===== config.mk =====
export PLATFORM = sky130hd
export DESIGN_NAME = fifo_wr_arbiter
export DESIGN_NICKNAME = d
export VERILOG_FILES = /design/src/rtl/fifo_wr_arbiter.sv
export SDC_FILE = /design/constraint.sdc
export NUM_CORES = 1
export LEC_CHECK = 0
export CORE_MARGIN = 4
export CORE_UTILIZATION = 41
export DETAILED_ROUTE_END_ITERATION = 6
export GPL_TIMING_DRIVEN = 0
export PLACE_DENSITY = 0.85
export SLEW_MARGIN = 20
export SYNTH_ARGS = -nofsm -noshare
export SYNTH_HDL_FRONTEND = slang
export SYNTH_SLANG_ARGS = --single-unit

===== constraint.sdc =====
create_clock -name clk -period 3.7 [get_ports clk]
set_input_delay 0.74 -clock clk [delete_from_list [all_inputs] [get_ports clk]]
set_output_delay 0.74 -clock clk [all_outputs]
set_load 0.005 [all_outputs]

===== src/rtl/fifo_wr_arbiter.sv =====
// Round-robin arbiter sharing one FIFO write port among NUM_REQ valid/ready producers,
// with optional burst locking of up to MAX_BURST beats per grant.
module fifo_wr_arbiter #(
    parameter int DATA_WIDTH = 8,
    parameter int NUM_REQ    = 4,
    parameter int ID_WIDTH   = 2,
    parameter int MAX_BURST  = 4
) (
    input  logic                          clk,
    input  logic                          rst_n,
    input  logic [NUM_REQ-1:0]            req_valid,
    input  logic [NUM_REQ*DATA_WIDTH-1:0] req_data,
    output logic [NUM_REQ-1:0]            req_ready,
    output logic                          w_en,
    output logic [DATA_WIDTH-1:0]         data_in,
    input  logic                          full,
    output logic                          grant_valid,
    output logic [ID_WIDTH-1:0]           grant_id
);

    localparam int CNT_W = $clog2(MAX_BURST + 1);
    localparam logic [NUM_REQ-1:0] READY_LSB = NUM_REQ'(1);

    typedef enum logic [0:0] {
        IDLE   = 1'b0,
        LOCKED = 1'b1
    } state_t;

    state_t              state_r;
    logic [ID_WIDTH-1:0] rr_ptr_r;
    logic [ID_WIDTH-1:0] owner_r;
    logic [CNT_W-1:0]    beat_cnt_r;

    logic [ID_WIDTH-1:0]   rr_sel_s;
    logic                  sel_valid_s;
    logic [ID_WIDTH-1:0]   sel_id_s;
    logic [DATA_WIDTH-1:0] data_arr_s [NUM_REQ];

    // Index arithmetic wraps at NUM_REQ, which need not be a power of two.
    function automatic logic [ID_WIDTH-1:0] wrap_add(input logic [ID_WIDTH-1:0] base, input int step);
        int sum_v;
        sum_v = int'(base) + step;
        sum_v = (sum_v >= NUM_REQ) ? sum_v - NUM_REQ : sum_v;
        return ID_WIDTH'(sum_v);
    endfunction

    function automatic logic [ID_WIDTH-1:0] next_idx(input logic [ID_WIDTH-1:0] idx);
        return wrap_add(idx, 1);
    endfunction

    for (genvar g = 0; g < NUM_REQ; g++) begin : g_unpack
        assign data_arr_s[g] = req_data[g*DATA_WIDTH +: DATA_WIDTH];
    end

    // Round-robin search: scanning downward lets the candidate nearest rr_ptr win.
    always_comb begin
        rr_sel_s = '0;
        for (int k = NUM_REQ - 1; k >= 0; k--) begin
            rr_sel_s = req_valid[wrap_add(rr_ptr_r, k)] ? wrap_add(rr_ptr_r, k) : rr_sel_s;
        end
    end

    // Selection: free round-robin in IDLE, owner only while LOCKED.
    always_comb begin
        sel_valid_s = 1'b0;
        sel_id_s    = '0;
        case (state_r)
            IDLE: begin
                sel_valid_s = |req_valid;
                sel_id_s    = rr_sel_s;
            end
            LOCKED: begin
                sel_valid_s = req_valid[owner_r];
                sel_id_s    = owner_r;
            end
            default: begin
                sel_valid_s = 1'b0;
                sel_id_s    = '0;
            end
        endcase
    end

    // Handshake outputs; forced quiet while reset is asserted, even before any clock edge.
    always_comb begin
        grant_valid = 1'b0;
        grant_id    = '0;
        w_en        = 1'b0;
        req_ready   = '0;
        data_in     = '0;
        if (rst_n && sel_valid_s) begin
            grant_valid = 1'b1;
            grant_id    = sel_id_s;
            data_in     = data_arr_s[sel_id_s];
            if (!full) begin
                w_en      = 1'b1;
                req_ready = READY_LSB << sel_id_s;
            end else begin
                w_en      = 1'b0;
                req_ready = '0;
            end
        end else begin
            grant_valid = 1'b0;
        end
    end

    // Arbitration state; a full FIFO holds everything because w_en stays low.
    always_ff @(posedge clk or negedge rst_n) begin
        if (!rst_n) begin
            state_r    <= IDLE;
            rr_ptr_r   <= '0;
            owner_r    <= '0;
            beat_cnt_r <= '0;
        end else begin
            case (state_r)
                IDLE: begin
                    if (w_en) begin
                        if (MAX_BURST == 1) begin
                            rr_ptr_r <= next_idx(sel_id_s);
                        end else begin
                            owner_r    <= sel_id_s;
                            beat_cnt_r <= CNT_W'(1);
                            state_r    <= LOCKED;
                        end
                    end else begin
                        state_r <= IDLE;
                    end
                end
                LOCKED: begin
                    if (!sel_valid_s) begin
                        rr_ptr_r   <= next_idx(owner_r);
                        beat_cnt_r <= '0;
                        state_r    <= IDLE;
                    end else if (w_en) begin
                        if (beat_cnt_r == CNT_W'(MAX_BURST - 1)) begin
                            rr_ptr_r   <= next_idx(owner_r);
                            beat_cnt_r <= '0;
                            state_r    <= IDLE;
                        end else begin
                            beat_cnt_r <= beat_cnt_r + CNT_W'(1);
                        end
                    end else begin
                        state_r <= LOCKED;
                    end
                end
                default: begin
                    state_r    <= IDLE;
                    beat_cnt_r <= '0;
                end
            endcase
        end
    end

endmodule


==> flow_metrics.py, run 1 <==
metrics = {
    "yosys": {
        "synth_enable_flop_cells": 0,
        "post-synth-top-count-cell": "sky130_fd_sc_hd__nand2_1",
        "synth_largest_type_area_fraction_pct": 20.7,
        "async_flop_share_pct": 100,
        "syn-cell-area_um2": 968,
        "dominantRegCellSynth": "sky130_fd_sc_hd__dfrtp_1",
        "syn-mean-instance-area_um2": 7.34,
        "synth_cells": 132,
        "yosysSeqAreaShare_pct": 20.7,
        "synth_fp_nets": 172,
        "synth_cell_types": 38,
        "ys_warn_count": 0,
        "most_numerous_cell_types_in_the_synthesized_netlist": "sky130_fd_sc_hd__nand2_1, sky130_fd_sc_hd__nor3_1, sky130_fd_sc_hd__a211oi_1, sky130_fd_sc_hd__nor2_1",
        "synth_largest_area_cell": "sky130_fd_sc_hd__dfrtp_1",
        "synth_area_leaders": "sky130_fd_sc_hd__dfrtp_1, sky130_fd_sc_hd__nand2_1, sky130_fd_sc_hd__a211oi_1",
        "synth-seq-cells": 8,
    },
    "floorplan": {
        "core-area_mm2": 0.00223,
        "chipWidth_um": 56.6,
        "vertical_die_dimension_um": 56.6,
        "io_pins": 55,
        "floorplan.initialDensity_pct": 43.4,
        "design.die.area_mm2": 0.00320,
        "floorplan.rows": 17,
    },
    "final_layout": {
        "final_design_area_no_fill_mm2": 0.00170,
        "layout-drive-gt1-share_pct": 17.6,
        "ff_latch_area_um2": 200,
        "final_util_pct": 76.1,
        "multi_input_comb_area_um2": 751,
        "fillCellCount": 172,
        "final_nets": 241,
        "diodes": 0,
        "syn_to_final_growth_pct": 75.5,
    },
    "sta": {
        "finalSetupTns_ps": 0,
        "slew_headroom_pct": 66.5,
        "layout_worst_path_cycle_share_pct": 97.4,
        "maxClockFrequency_mhz": 278,
        "final.hold.worst_slack_ps": 540,
        "max_slew.worst_pin.slew_ps": 503,
        "maxSlewViolCount": 0,
        "period_minus_slack_ps": 3600,
        "clock-skew-final_ps": 1.86,
        "timing.final.hold_violations": 0,
        "report.final.setup_viol": 0,
    },
    "min_path": {
        "min-delay-path-class": "flop to flop",
    },
    "status": {
        "status": "finished clean",
    },
    "clocking": {
        "clk_latency_ps": 250,
        "tritoncts.num_buffers": 3,
        "clock_sink_count": 8,
        "clk_slew_on_worst_s_h_paths_ps": 50,
        "cts_buffer_depth": 2,
        "cts.htree.levels": 1,
        "ctsRootBufferMaster": "sky130_fd_sc_hd__clkbuf_4",
        "post_cts_hold_buffer_count": 0,
        "cts_tree": "built",
    },
    "global_routing": {
        "antenna_found_initial": 0,
        "grt_pass1_vias": 1328,
        "grt_start_max_net_pins": 12,
        "grt_pass1_wl_um": 6070,
        "total_global_route_track_usage_pct": 23.8,
        "grt_overflow_total": 0,
    },
    "drt": {
        "wirelength_um": 3710,
        "detail-route-antenna-nets": 0,
        "detail_route.vias_per_cell": 5.63,
        "remaining_drc_errors": 0,
        "drtPass1Iterations": 4,
        "vias": 1277,
        "detail_route.wl_per_cell_um": 16.4,
        "drt_first_iter_violations": 41,
    },
    "power": {
        "cellPowerDensity_mw_per_mm2": 734,
        "post-layout-total-power_w": 0.00125,
        "cell_internal_pwr_w": 0.000666,
        "proportion_of_power_drawn_by_flip_flops_and_latches_pct": 14.8,
        "power.clock.fraction_pct": 5.4,
        "power.combinational.fraction_pct": 79.8,
        "p_sw_w": 0.000581,
        "irDropWorstVdd_v": 0.000445,
        "power.switching_fraction_pct": 46.6,
        "total_leakage_power_nw": 0.765,
    },
    "place": {
        "postPlaceCellArea_mm2": 0.00154,
        "dp.final_hpwl_um": 2610,
        "portBuffers": 54,
        "place.gp.congestion": 0.846,
    },
    "worst_setup_path": {
        "critical_path.endpoint_type": "output port",
        "cp.required_ps": 2960,
        "worst_ep_arrival_time_ps": 2860,
        "path_delay_family": "buffers and inverters",
        "worstPathBufferInverterCount": 4,
        "cp_max_fo": 10,
        "cp_slowest_stage_delay_ps": 490,
        "cp_cell_sequence": "dlygate4sd2_1, nor2b_4, o21ba_2, o41ai_4, buf_4, clkbuf_8, and3_2, clkdlybuf4s50_1",
        "criticalPathCategory": "input pin to output port",
        "critPathLaunchType": "input pin",
        "critPathSlowestCell": "sky130_fd_sc_hd__clkdlybuf4s50_1",
    },
    "job": {
        "drv_cap": 0,
    },
}
layout make-up:
| cell class | instances | area share, % |
|---|---|---|
| clock buffer | 3 | 1.33 |
| buffer | 8 | 4.05 |
| multi-input combinational | 110 | 44.2 |
| tap | 28 | 2.06 |
| sequential | 8 | 11.8 |
| inverter | 6 | 1.33 |
| timing repair buffer | 64 | 35.3 |
per-stage QoR:
| stage | setup slack, ps | cells |
|---|---|---|
| after CTS | 91.5 | 224 |
| final | 96.8 | 227 |
| after global placement | -419 | 214 |
| after detailed placement | -484 | 214 |
| after global routing | -3.05 | 227 |
| after floorplan | 785 | 132 |
final timing paths:
| check | startpoint | end | slack, ps | cells after the start |
|---|---|---|---|---|
| worst max-delay path | req_valid[1] | req_ready[1] | 100 | 8 |
| worst min-delay path | beat_cnt_r[2] | beat_cnt_r[2] | 540 | 2 |
| worst max register to register | state_r | owner_r[0] | 1700 | 5 |
| worst min register to register | beat_cnt_r[2] | beat_cnt_r[2] | 540 | 2 |
| max in group asynchronous | rst_n | beat_cnt_r[0] | 2590 | 1 |
| min in group asynchronous | rst_n | beat_cnt_r[1] | 800 | 1 |
power groups by stage:
stage | logic (W) | registers, W | clock network (W)
6_report | 0.000995 | 0.000184 | 0.0000673
5_1_grt | 0.00108 | 0.000190 | 0.0000789
4_1_cts | 0.000936 | 0.000183 | 0.0000679
3_5_place_dp | 0.000823 | 0.000181 | 0
3_3_place_gp | 0.000798 | 0.000177 | 0
2_1_floorplan | 0.000526 | 0.000167 | 0
cell usage in the layout (no fill, tap or decap), types with 3 or more instances in the layout:
cell type                         synthesis  final
sky130_fd_sc_hd__clkdlybuf4s50_1          0     40
sky130_fd_sc_hd__nand2_1                 26     26
sky130_fd_sc_hd__nor3_1                  12     12
sky130_fd_sc_hd__dlygate4sd2_1            0     11
sky130_fd_sc_hd__nor2_1                  10     10
sky130_fd_sc_hd__buf_4                    0     10
sky130_fd_sc_hd__a211oi_1                10     10
sky130_fd_sc_hd__a311oi_1                 8      8
sky130_fd_sc_hd__dfrtp_1                  8      8
sky130_fd_sc_hd__inv_1                    6      6
sky130_fd_sc_hd__nand2b_1                 4      4
sky130_fd_sc_hd__nor2b_1                  5      3
sky130_fd_sc_hd__mux2_2                   3      3
sky130_fd_sc_hd__clkbuf_4                 0      3
sequential cells by signal, indices dropped and copies added, names as in the netlist:
register and cells:
state_r 1, owner_r 2, rr_ptr_r 2, beat_cnt_r 3
kinds of logic after synthesis:
family          after synthesis  synth area share [%]
simple gates                 69                  35.1
buf+inv                      15                  8.40
compound gates               33                  28.0
flops                         8                  20.7
fa+ha+maj                     1                  1.29
mux                           5                  5.56
xor+xnor                      1                 0.905
tightest hold or removal path: cells and delay by family, from the launching register on:
kind / cells / cell delay (ps)
buffers and inverters: 1 / 80
AO/OA/AOI/OAI: 1 / 40
flip-flops: 1 / 380
repair_timing:
item                                    4_1_cts  5_1_grt
pin swaps                                     2        1
gates cloned                                  2        0
endpoints found under the setup margin       15        4
setup buffers                                 6        3
resized for setup                            28        7
routing by layer:
layer / wire length, um / GRT usage (%) / vias to the layer above
met5: 0 / 0 / -
met4: 68 / 9.49 / 0
met3: 120 / 5.06 / 8
met2: 1880 / 39.3 / 38
met1: 1650 / 29.9 / 606
li1: - / - / 625
Power figures use the tool's default switching activity.
==> run 2: changes to the inputs <==
Settings changed: CORE_MARGIN 4 to 1.
==> run 2 against run 1 <==
Against the previous run:
- sequential cell count is the same
- global-route usage grew 2.5 points
- power shrank 2.6%
- critical path type unchanged
- critical endpoint is now data_in[5]
==> flow_metrics.py, run 2 (synthesis gave the netlist of run 1 again) <==
metrics = {
    "final_layout": {
        "largestRegisters": "beat_cnt_r (3), owner_r (2), rr_ptr_r (2)",
        "top_register": "beat_cnt_r",
        "fillCellCount": 180,
        "layout_commonest_cell": "sky130_fd_sc_hd__clkdlybuf4s50_1",
        "layout-drive-gt1-share_pct": 17.3,
        "final_nets": 239,
        "largest_reg_flops": 3,
        "diodes": 0,
        "most-common-layout-cells": "sky130_fd_sc_hd__clkdlybuf4s50_1, sky130_fd_sc_hd__nand2_1, sky130_fd_sc_hd__nor3_1",
        "syn_to_final_growth_pct": 76.6,
        "final_design_area_no_fill_mm2": 0.00171,
    },
    "sta": {
        "clock-skew-final_ps": 4.27,
        "maxSlewViolCount": 0,
        "maxClockFrequency_mhz": 285,
        "layout_worst_path_cycle_share_pct": 94.7,
        "grt_setup_unrepaired": "no",
        "final.hold.worst_slack_ps": 522,
        "timing.final.hold_violations": 0,
        "max_slew.worst_pin.slew_ps": 506,
        "period_minus_slack_ps": 3500,
        "report.final.setup_viol": 0,
        "slew_headroom_pct": 66.3,
    },
    "floorplan": {
        "vertical_die_dimension_um": 50.6,
        "core-area_mm2": 0.00221,
        "chipWidth_um": 50.6,
        "floorplan.initialDensity_pct": 43.8,
        "design.die.area_mm2": 0.00256,
        "floorplan.rows": 17,
        "io_pins": 55,
    },
    "power": {
        "post-layout-total-power_w": 0.00121,
        "p_sw_w": 0.000557,
        "power.combinational.fraction_pct": 79.2,
        "power.switching_fraction_pct": 45.9,
        "irDropWorstVdd_v": 0.000450,
        "total_leakage_power_nw": 0.749,
        "cellPowerDensity_mw_per_mm2": 710,
        "cell_internal_pwr_w": 0.000657,
        "proportion_of_power_drawn_by_flip_flops_and_latches_pct": 15.4,
        "power.clock.fraction_pct": 5.4,
    },
    "global_routing": {
        "antenna_found_initial": 0,
        "grt_start_max_net_pins": 12,
        "total_global_route_track_usage_pct": 26.3,
        "grt_pass1_vias": 1188,
        "grt_overflow_total": 0,
        "grt_pass1_wl_um": 5210,
    },
    "worst_setup_path": {
        "cp_max_fo": 10,
        "cp_slowest_stage_delay_ps": 410,
        "r2r_slack_ps": 1700,
        "critPathLaunchType": "input pin",
        "cp.required_ps": 2960,
        "reg2regPathDepth": 5,
        "crit-reg2reg-capture": "owner_r[0]",
        "criticalPathCategory": "input pin to output port",
        "worstReg2RegStart": "state_r",
        "worst_ep_arrival_time_ps": 2760,
        "critical_path.endpoint_type": "output port",
        "critPathSlowestCell": "sky130_fd_sc_hd__o41ai_4",
        "worst_path_most_repeated_cell": "sky130_fd_sc_hd__dlygate4sd2_1",
        "cp_cell_sequence": "dlygate4sd2_1, nor2b_4, o21ba_2, o41ai_4, buf_4, buf_6, a211oi_1, a311oi_1, dlygate4sd2_1",
    },
    "drt": {
        "detail_route.wl_per_cell_um": 14.4,
        "top_signal_layer_used": "met4",
        "detail-route-antenna-nets": 0,
        "remaining_drc_errors": 0,
        "detail_route.vias_per_cell": 5.56,
        "route.met3.wl_um": 108,
        "drt_first_iter_violations": 21,
        "wirelength_um": 3230,
        "drtPass1Iterations": 4,
        "met1_routed_length_um": 1530,
        "met2_length_um": 1560,
        "vias": 1252,
    },
    "place": {
        "portBuffers": 54,
        "dp.final_hpwl_um": 2350,
        "postPlaceCellArea_mm2": 0.00154,
        "place.gp.congestion": 0.893,
    },
    "clocking": {
        "clk_latency_ps": 250,
        "cts.htree.levels": 1,
        "cts_buffer_depth": 2,
        "clk_slew_on_worst_s_h_paths_ps": 50,
        "ctsRootBufferMaster": "sky130_fd_sc_hd__clkbuf_4",
        "tritoncts.num_buffers": 3,
        "cts_tree": "built",
        "clock_sink_count": 8,
    },
    "min_path": {
        "hold-path-cell-count": 2,
        "worstHoldStart": "beat_cnt_r[2]",
        "hold_path_end": "beat_cnt_r[2]",
        "min-delay-path-class": "flop to flop",
    },
    "job": {
        "drv_cap": 0,
    },
    "status": {
        "status": "finished clean",
    },
}
-- run 2: changes by cell type in the layout (fill, tap and decap cells not counted), sizes merged --
| cell | delta |
|---|---|
| clkdlybuf4s50 | +1 |
| clkbuf | -1 |
| buf | -2 |
-- run 2: cell type report --
class | instances | area (um^2) | area share, %
Tap cell | 28 | 35.0 | 2.05
Timing Repair Buffer | 62 | 592 | 34.6
Sequential cell | 8 | 200 | 11.7
Clock buffer | 3 | 22.5 | 1.32
Buffer | 8 | 72.6 | 4.24
Inverter | 6 | 22.5 | 1.32
Multi-Input combinational cell | 110 | 766 | 44.8
-- run 2: how the worst max path moves through the flow --
stage,startpoint,endpoint,cells after the start,slack [ps]
CTS,req_valid[2],grant_id[0],7,10
floorplan,req_valid[2],data_in[0],7,790
finish,req_valid[1],data_in[5],9,200
global route,req_valid[1],grant_id[0],7,130
detailed placement,req_valid[1],data_in[5],8,-460
global placement,req_valid[1],data_in[1],8,-460
-- run 2: worst max-delay path, delay by kind of cell --
family | cells | cell delay, ps
buffers and inverters | 4 | 930
and+or+nand+nor | 1 | 90
AOI/OAI and AO/OA | 4 | 1000
-- run 2: metal layers --
metal,GRT usage [%],vias up
met5,0,-
met4,8.33,0
met3,3.03,4
met2,42.7,29
met1,36.1,600
li1,-,619
-- run 2: timing repair --
item / in CTS / in global routing
setup buffers: 5 / 3
cloned: 1 / 0
endpoints found under the setup margin: 15 / 6
pin swaps: 2 / 4
gates resized for setup: 26 / 8
hold buffers: 0 / 0
-- run 2: power groups by stage --
stage	clock network (W)	logic, W	registers [W]
after floorplan	0	0.000526	0.000167
after global placement	0	0.000798	0.000178
after detailed placement	0	0.000816	0.000181
after CTS	0.0000673	0.000910	0.000182
after global routing	0.0000703	0.00105	0.000191
final	0.0000653	0.000962	0.000187
-- run 2: per-stage QoR --
step | setup TNS [ps] | std cells | worst slack, ps | util (%)
2_1_floorplan | 0 | 132 | 785 | -
3_3_place_gp | -5180 | 214 | -455 | 69.8
3_5_place_dp | -5430 | 214 | -463 | 69.8
4_1_cts | 0 | 222 | 10.2 | 75.2
5_1_grt | 0 | 225 | 129 | 77.3
6_report | 0 | 225 | 195 | 77.3
